--- src/rtl/program_sequencer.sv ---
// program_sequencer: run control and program counter for the single-cycle core.
// It owns the PC and the Start/Done handshake with the harness.
// It stalls the core across multi-cycle data-memory accesses.
// Exec_En is the commit strobe that gates register-file and memory writes.
// Optional feature: define SEQ_CYCLE_COUNT_EN to enable the saturating Cycle_Count.
module program_sequencer #(
    parameter int PC_W = 10
) (
    input  logic            Clk,
    input  logic            Reset_n,
    input  logic            Start,
    input  logic            Branch,
    input  logic            Branch_Cond,
    input  logic            Flag,
    input  logic [PC_W-1:0] Target,
    input  logic            Halt,
    input  logic            Mem_Access,
    input  logic            Mem_Ack,
    output logic [PC_W-1:0] PC,
    output logic            Exec_En,
    output logic            Mem_Req,
    output logic            Done,
    output logic [15:0]     Cycle_Count
);

    typedef enum logic [1:0] {
        IDLE     = 2'd0,
        RUN      = 2'd1,
        MEM_WAIT = 2'd2,
        DONE     = 2'd3
    } state_t;

    localparam logic [PC_W-1:0] PC_ONE = {{(PC_W-1){1'b0}}, 1'b1};

    state_t          state;
    state_t          state_nxt;
    logic [PC_W-1:0] pc_nxt;
    logic            launch;

    // Next-state, next-PC and the combinational strobes.
    // Halt outranks Mem_Access, and Mem_Access outranks Branch.
    // An illegal Branch+Mem_Access decode is therefore handled as a memory access.
    always_comb begin
        state_nxt = state;
        pc_nxt    = PC;
        Exec_En   = 1'b0;
        Mem_Req   = 1'b0;
        launch    = 1'b0;
        case (state)
            IDLE, DONE: begin
                if (Start) begin
                    state_nxt = RUN;
                    pc_nxt    = '0;
                    launch    = 1'b1;
                end
            end
            RUN: begin
                if (Halt) begin
                    Exec_En   = 1'b1;
                    state_nxt = DONE;
                end else if (Mem_Access) begin
                    state_nxt = MEM_WAIT;
                end else if (Branch && (!Branch_Cond || Flag)) begin
                    Exec_En = 1'b1;
                    pc_nxt  = Target;
                end else begin
                    Exec_En = 1'b1;
                    pc_nxt  = PC + PC_ONE;
                end
            end
            MEM_WAIT: begin
                Mem_Req = 1'b1;
                if (Mem_Ack) begin
                    Exec_En   = 1'b1;
                    pc_nxt    = PC + PC_ONE;
                    state_nxt = RUN;
                end
            end
            default: state_nxt = IDLE;
        endcase
    end

    // State, PC and the registered Done flag.
    // Done follows entry into DONE and clears on the relaunch edge.
    always_ff @(posedge Clk or negedge Reset_n) begin
        if (!Reset_n) begin
            state <= IDLE;
            PC    <= '0;
            Done  <= 1'b0;
        end else begin
            state <= state_nxt;
            PC    <= pc_nxt;
            Done  <= (state_nxt == DONE);
        end
    end

`ifdef SEQ_CYCLE_COUNT_EN
    logic [15:0] cycle_cnt;

    // Count cycles spent in RUN or MEM_WAIT, saturating at all-ones.
    // The count clears on launch and holds in DONE so the harness can read it.
    always_ff @(posedge Clk or negedge Reset_n) begin
        if (!Reset_n) begin
            cycle_cnt <= 16'h0000;
        end else if (launch) begin
            cycle_cnt <= 16'h0000;
        end else if ((state == RUN || state == MEM_WAIT) && cycle_cnt != 16'hFFFF) begin
            cycle_cnt <= cycle_cnt + 16'd1;
        end
    end

    assign Cycle_Count = cycle_cnt;
`else
    assign Cycle_Count = 16'h0000;
`endif

endmodule

--- config.mk ---
export PLATFORM = sky130hd
export DESIGN_NAME = program_sequencer
export DESIGN_NICKNAME = d
export VERILOG_FILES = /design/src/rtl/program_sequencer.sv
export SDC_FILE = /design/constraint.sdc
export NUM_CORES = 1
export LEC_CHECK = 0
export ABC_AREA = 1
export BUFFER_PORTS_ARGS = -buffer_cell sky130_fd_sc_hd__buf_2
export CORE_AREA = 10 10 64 61
export DETAILED_ROUTE_END_ITERATION = 7
export DIE_AREA = 0 0 74 71
export PLACE_DENSITY_LB_ADDON = 0.3
export RECOVER_POWER = 50
export SYNTH_ARGS = -nofsm -noshare
export SYNTH_HDL_FRONTEND = slang
export SYNTH_SLANG_ARGS = --single-unit
--- constraint.sdc ---
create_clock -name Clk -period 1.43 [get_ports Clk]
set_input_delay 0.3575 -clock Clk [delete_from_list [all_inputs] [get_ports Clk]]
set_output_delay 0.3575 -clock Clk [all_outputs]
set_load 0.02 [all_outputs]
# == After elaboration in Yosys (flattened, before gate mapping) ==
# Cells that the tools add are included.
# op_classes
add_sub_neg,1
n_eq_ne,8
n_mux,16
n_reduce_logical,6
# op_table
cell,count
10-bit two-way mux,5
10-bit one-hot mux with 3 select lines,1
"10-bit by 1-bit adder with 10-bit output, second input constant",1
2-bit two-way mux,4
"2-bit inequality test, second input constant",4
"2-bit equality test, second input constant",3
2-bit one-hot mux with 3 select lines,1
1-bit two-way mux,4
4-bit AND reduction,1
"2-bit by 1-bit equality test with 1-bit output, second input constant",1
2-bit zero test,1
1-bit one-hot mux with 2 select lines,1
2-bit OR reduction,1
1-bit logical AND,1
1-bit zero test,1
1-bit logical OR,1
# totals
regBits,13
inputBits,19
out_inout_bits,29
wordCells,34

# == Logic depth before layout (Yosys ltp) ==
# depth
ltp_word,7
mapped_depth,10
mapped_depth_nobuf,10

# == Least setup slack after synthesis ==
# OpenSTA, ideal clock, no wires.
# synth_path
path_type,register to output
from,register state[0]
to,output port Exec_En
arrival_time_ps,1210
t_required_ps,1072
slack_ps,-138
path_stages_with_launch,5
cell_sequence,dfrtp_1 -> inv_1 -> ha_1 -> a21oi_1 -> nor2_1
# synth_between
elab_chain_cells,2
elab_cells_between_ends,3
classes_between,eq/ne (2); mux (1)
# synth_rtl
item,line,text
"start, declared",35,state_t state;
"start signal, assigned",91,state <= state_nxt;
2-bit equality test / 2-bit by 1-bit equality test with 1-bit output (equally long branches),49,case (state)
1-bit one-hot mux with 2 select lines *,49,
"end, declared",20,"output logic Exec_En,"
# Every way passes the cells marked *; elsewhere a longest branch is shown, timed or not.

# == Worst setup path after layout ==
# Same ends and word-level chain as after synthesis.

==> impl_metrics.csv <==
group,metric,value,unit
global_route,grt_pass1_wl,4.82,mm
floorplan,die_w,74,um
job,cap_violations,0,
worst_setup_path,critPathLaunchType,"flip-flop",
global_route,grtUsageMet2,18.0,%
drt,dr.pass1.iters,4,
global_route,antenna_found_initial,0,
run_status,status,"finished with violations",
yosys,yosys_warnings,0,
layout,postLayoutCoreUtil,55.1,%
layout,layout.area.seq,325,sq um
floorplan,rows,18,
layout,fin_nets,229,
timing,slew_headroom,52.3,%
yosys,synth.avg_cell_area,6.69,sq um
worst_setup_path,critPathRequiredTime,1070,ps
timing,slew_violations,0,
drt,vias_per_cell,4.64,
yosys,synth.largest_area_cell,"dfrtp_1",
worst_setup_path,path_max_fanout,3,
yosys,synth_most_common_cell,"nand2_1",
layout,n_antenna_cell,0,
clocking,h-tree-depth,1,
timing,setup_slack,-278,ps
floorplan,start_util,39.6,%
clocking,clock_sinks,13,
placed_design,dpl.hpwl,2.19,mm
worst_setup_path,cp_slowest_cell,"dfrtp_1",
placed_design,place_area,0.00127,sq mm
yosys,synth.yosys.seq_area_share,31.2,%
global_route,use_met1,13.4,%
worst_setup_path,cp-startpoint,"state[0]",
clocking,clk_pin_slew,90,ps
drt,drc,0,
yosys,synthTopCellsByArea,"dfrtp_1, nand2_1, buf_4, nand3_1, inv_1",
layout,drive_above_1_share,35.9,%
layout,multi_input_area,691,sq um
worst_setup_path,cp_slowest_stage_delay,430,ps
drt,drt_wl_total,2.95,mm
worst_setup_path,worst_path_most_repeated_cell,"buf_6",
worst_setup_path,critical_path.top_delay_family,"flip-flops",
worst_setup_path,path_buf_inv,3,
worst_setup_path,crit_type,"reg -> out",
floorplan,die_h,71,um
timing,period_share,119,%
clocking,clock-root-buffer,"clkbuf_4",
layout,final_cell_area,0.00145,sq mm
yosys,synth.distinct_cells,26,
global_route,grt_max_degree,14,
global_route,grt.overflow.total,0,
global_route,track_usage,11.0,%
yosys,synth_cells,156,
floorplan,core_area,0.00264,sq mm
yosys,synth_async_sr_flop_share,100,%
yosys,synthDominantCellAreaShare,31.2,%
global_route,grtUsageMet3,3.49,%
global_route,grt_pass1_vias,1075,
pwr,p_leak,0.000802,uW
yosys,syn_area,0.00104,sq mm
timing,layout_min_cycle_time,1710,ps
timing,clock_skew,7.33,ps
yosys,synth_seq_cells,13,
clocking,cts_inserted_buffers,3,
timing,max_freq,586,MHz
floorplan,fp.dieArea,0.00525,sq mm
worst_setup_path,critPathCaptureType,"primary output",
worst_setup_path,cp.arrival,1350,ps
layout,area_growth,39.2,%
yosys,ys.flop_type,"dfrtp_1",
timing,setup-violations-final,13,
placed_design,place.gp.congestion,0.769,
layout,fill_cells,251,
drt,initialDrtViolationCount,49,
timing,rsz0062_at_grt,"yes",
pwr,power.density,2260,mW/mm^2
pwr,peakVddDrop,1.37,mV
worst_setup_path,timing.rr.start,"state[1]",
drt,num_vias,1094,
yosys,yosys-top-cells-count,"nand2_1, buf_4, dfrtp_1",
worst_hold_path,hold_start,"Target[7]",
timing,hold_violations,0,
clocking,clockBufferDepth,2,
global_route,grt_most_used_layer,"met2",
worst_setup_path,crit_chain,"inv_2 > ha_4 > buf_6 > nor2_4 > buf_6",
clocking,cts_tree,"built",
clocking,clock_latency,280,ps
drt,wire_per_inst,12.5,um
run_status,violations,"setup timing",
timing,tightest_slew,715,ps
floorplan,ioPinCount,48,
placed_design,port_buffers,31,
yosys,synth_edf_count,0,
drt,ant_nets,0,
worst_hold_path,hold_path_class,"in -> reg",
[cell families after synthesis]
| family | after synthesis | synth area share (%) |
|---|---|---|
| xor+xnor | 3 | 2.52 |
| flops | 13 | 31.2 |
| buf+inv | 33 | 18.1 |
| other cells | 1 | 0.359 |
| simple gates | 87 | 35.7 |
| fa+ha+maj | 3 | 3.60 |
| compound gates | 16 | 8.51 |
[final cells by class]
type                    count  area share (%)
repair buffers             48            21.7
multi-input cells         126            47.5
inverters                  15            3.96
clock buffers               4            1.81
well taps                  30            2.58
flip-flops and latches     13            22.4
[metrics by stage]
stage / setup TNS [ps] / hold WS (ps) / worst slack (ps) / total power (uW) / instances
3_5_place_dp: -691 / 269 / -146 / 2530 / 224
4_1_cts: -1020 / 362 / -287 / 3230 / 236
2_1_floorplan: -92.4 / 61.9 / -32.3 / 1960 / 171
3_3_place_gp: -184 / 262 / -47.4 / 2490 / 224
6_report: -903 / 369 / -278 / 3280 / 236
5_1_grt: -1820 / 376 / -350 / 3560 / 236
[power breakdown]
part	internal (uW)	switching, uW
Sequential	525	202
Combinational	1030	1290
Clock	108	129
[repair_timing]
action / CTS / global route
endpoints found under the hold margin: 13 / 0
gates cloned: 1 / 0
setup buffers: 6 / 0
endpoints found under the setup margin: 13 / 14
pin swaps: 4 / 1
hold buffers: 1 / 0
resized for setup: 18 / 7
[sequential cells by signal (all words and copies together), names as in the netlist]
| signal | cells |
|---|---|
| Done | 1 |
| PC | 10 |
| state | 2 |
[routing by layer]
layer	share of wire, %	vias to the layer above
li1	-	561
met1	44	493
met2	48	38
met3	8.4	2
met4	0.27	0
met5	0	-
[cell usage in the layout (no fill, tap or decap), types with 2 or more instances in the layout]
master     n
nand2_1   64
o21ai_0    6
clkbuf_4   3
a21oi_2    2
clkbuf_1   2
conb_1    16
nand3_2    2
nor2_1     2
nand4_1    2
ha_4       2
nor2_4     4
inv_2      5
buf_4     11
inv_1      9
buf_6      7
nand3_1    8
xor2_1     2
buf_2     28
dfrtp_1   13
o21ai_1    2
[worst reg2reg max path: stages (launching register included)]
cell	delay (ps)
dfrtp_1	400
buf_6	120
ha_4	260
inv_2	30
or2_4	250
o22ai_2	140
nand2_1	80
inv_2	50
and2_1	120
[final timing paths]
check | to | slack (ps) | cells past startpoint
max | Exec_En | -280 | 5
min | PC[7] | 370 | 5
max reg2reg | Done | -90 | 8
min reg2reg | PC[9] | 520 | 2
max in group asynchronous | state[0] | 340 | 2
min in group asynchronous | PC[3] | 630 | 2
Power figures use the tool's default switching activity.
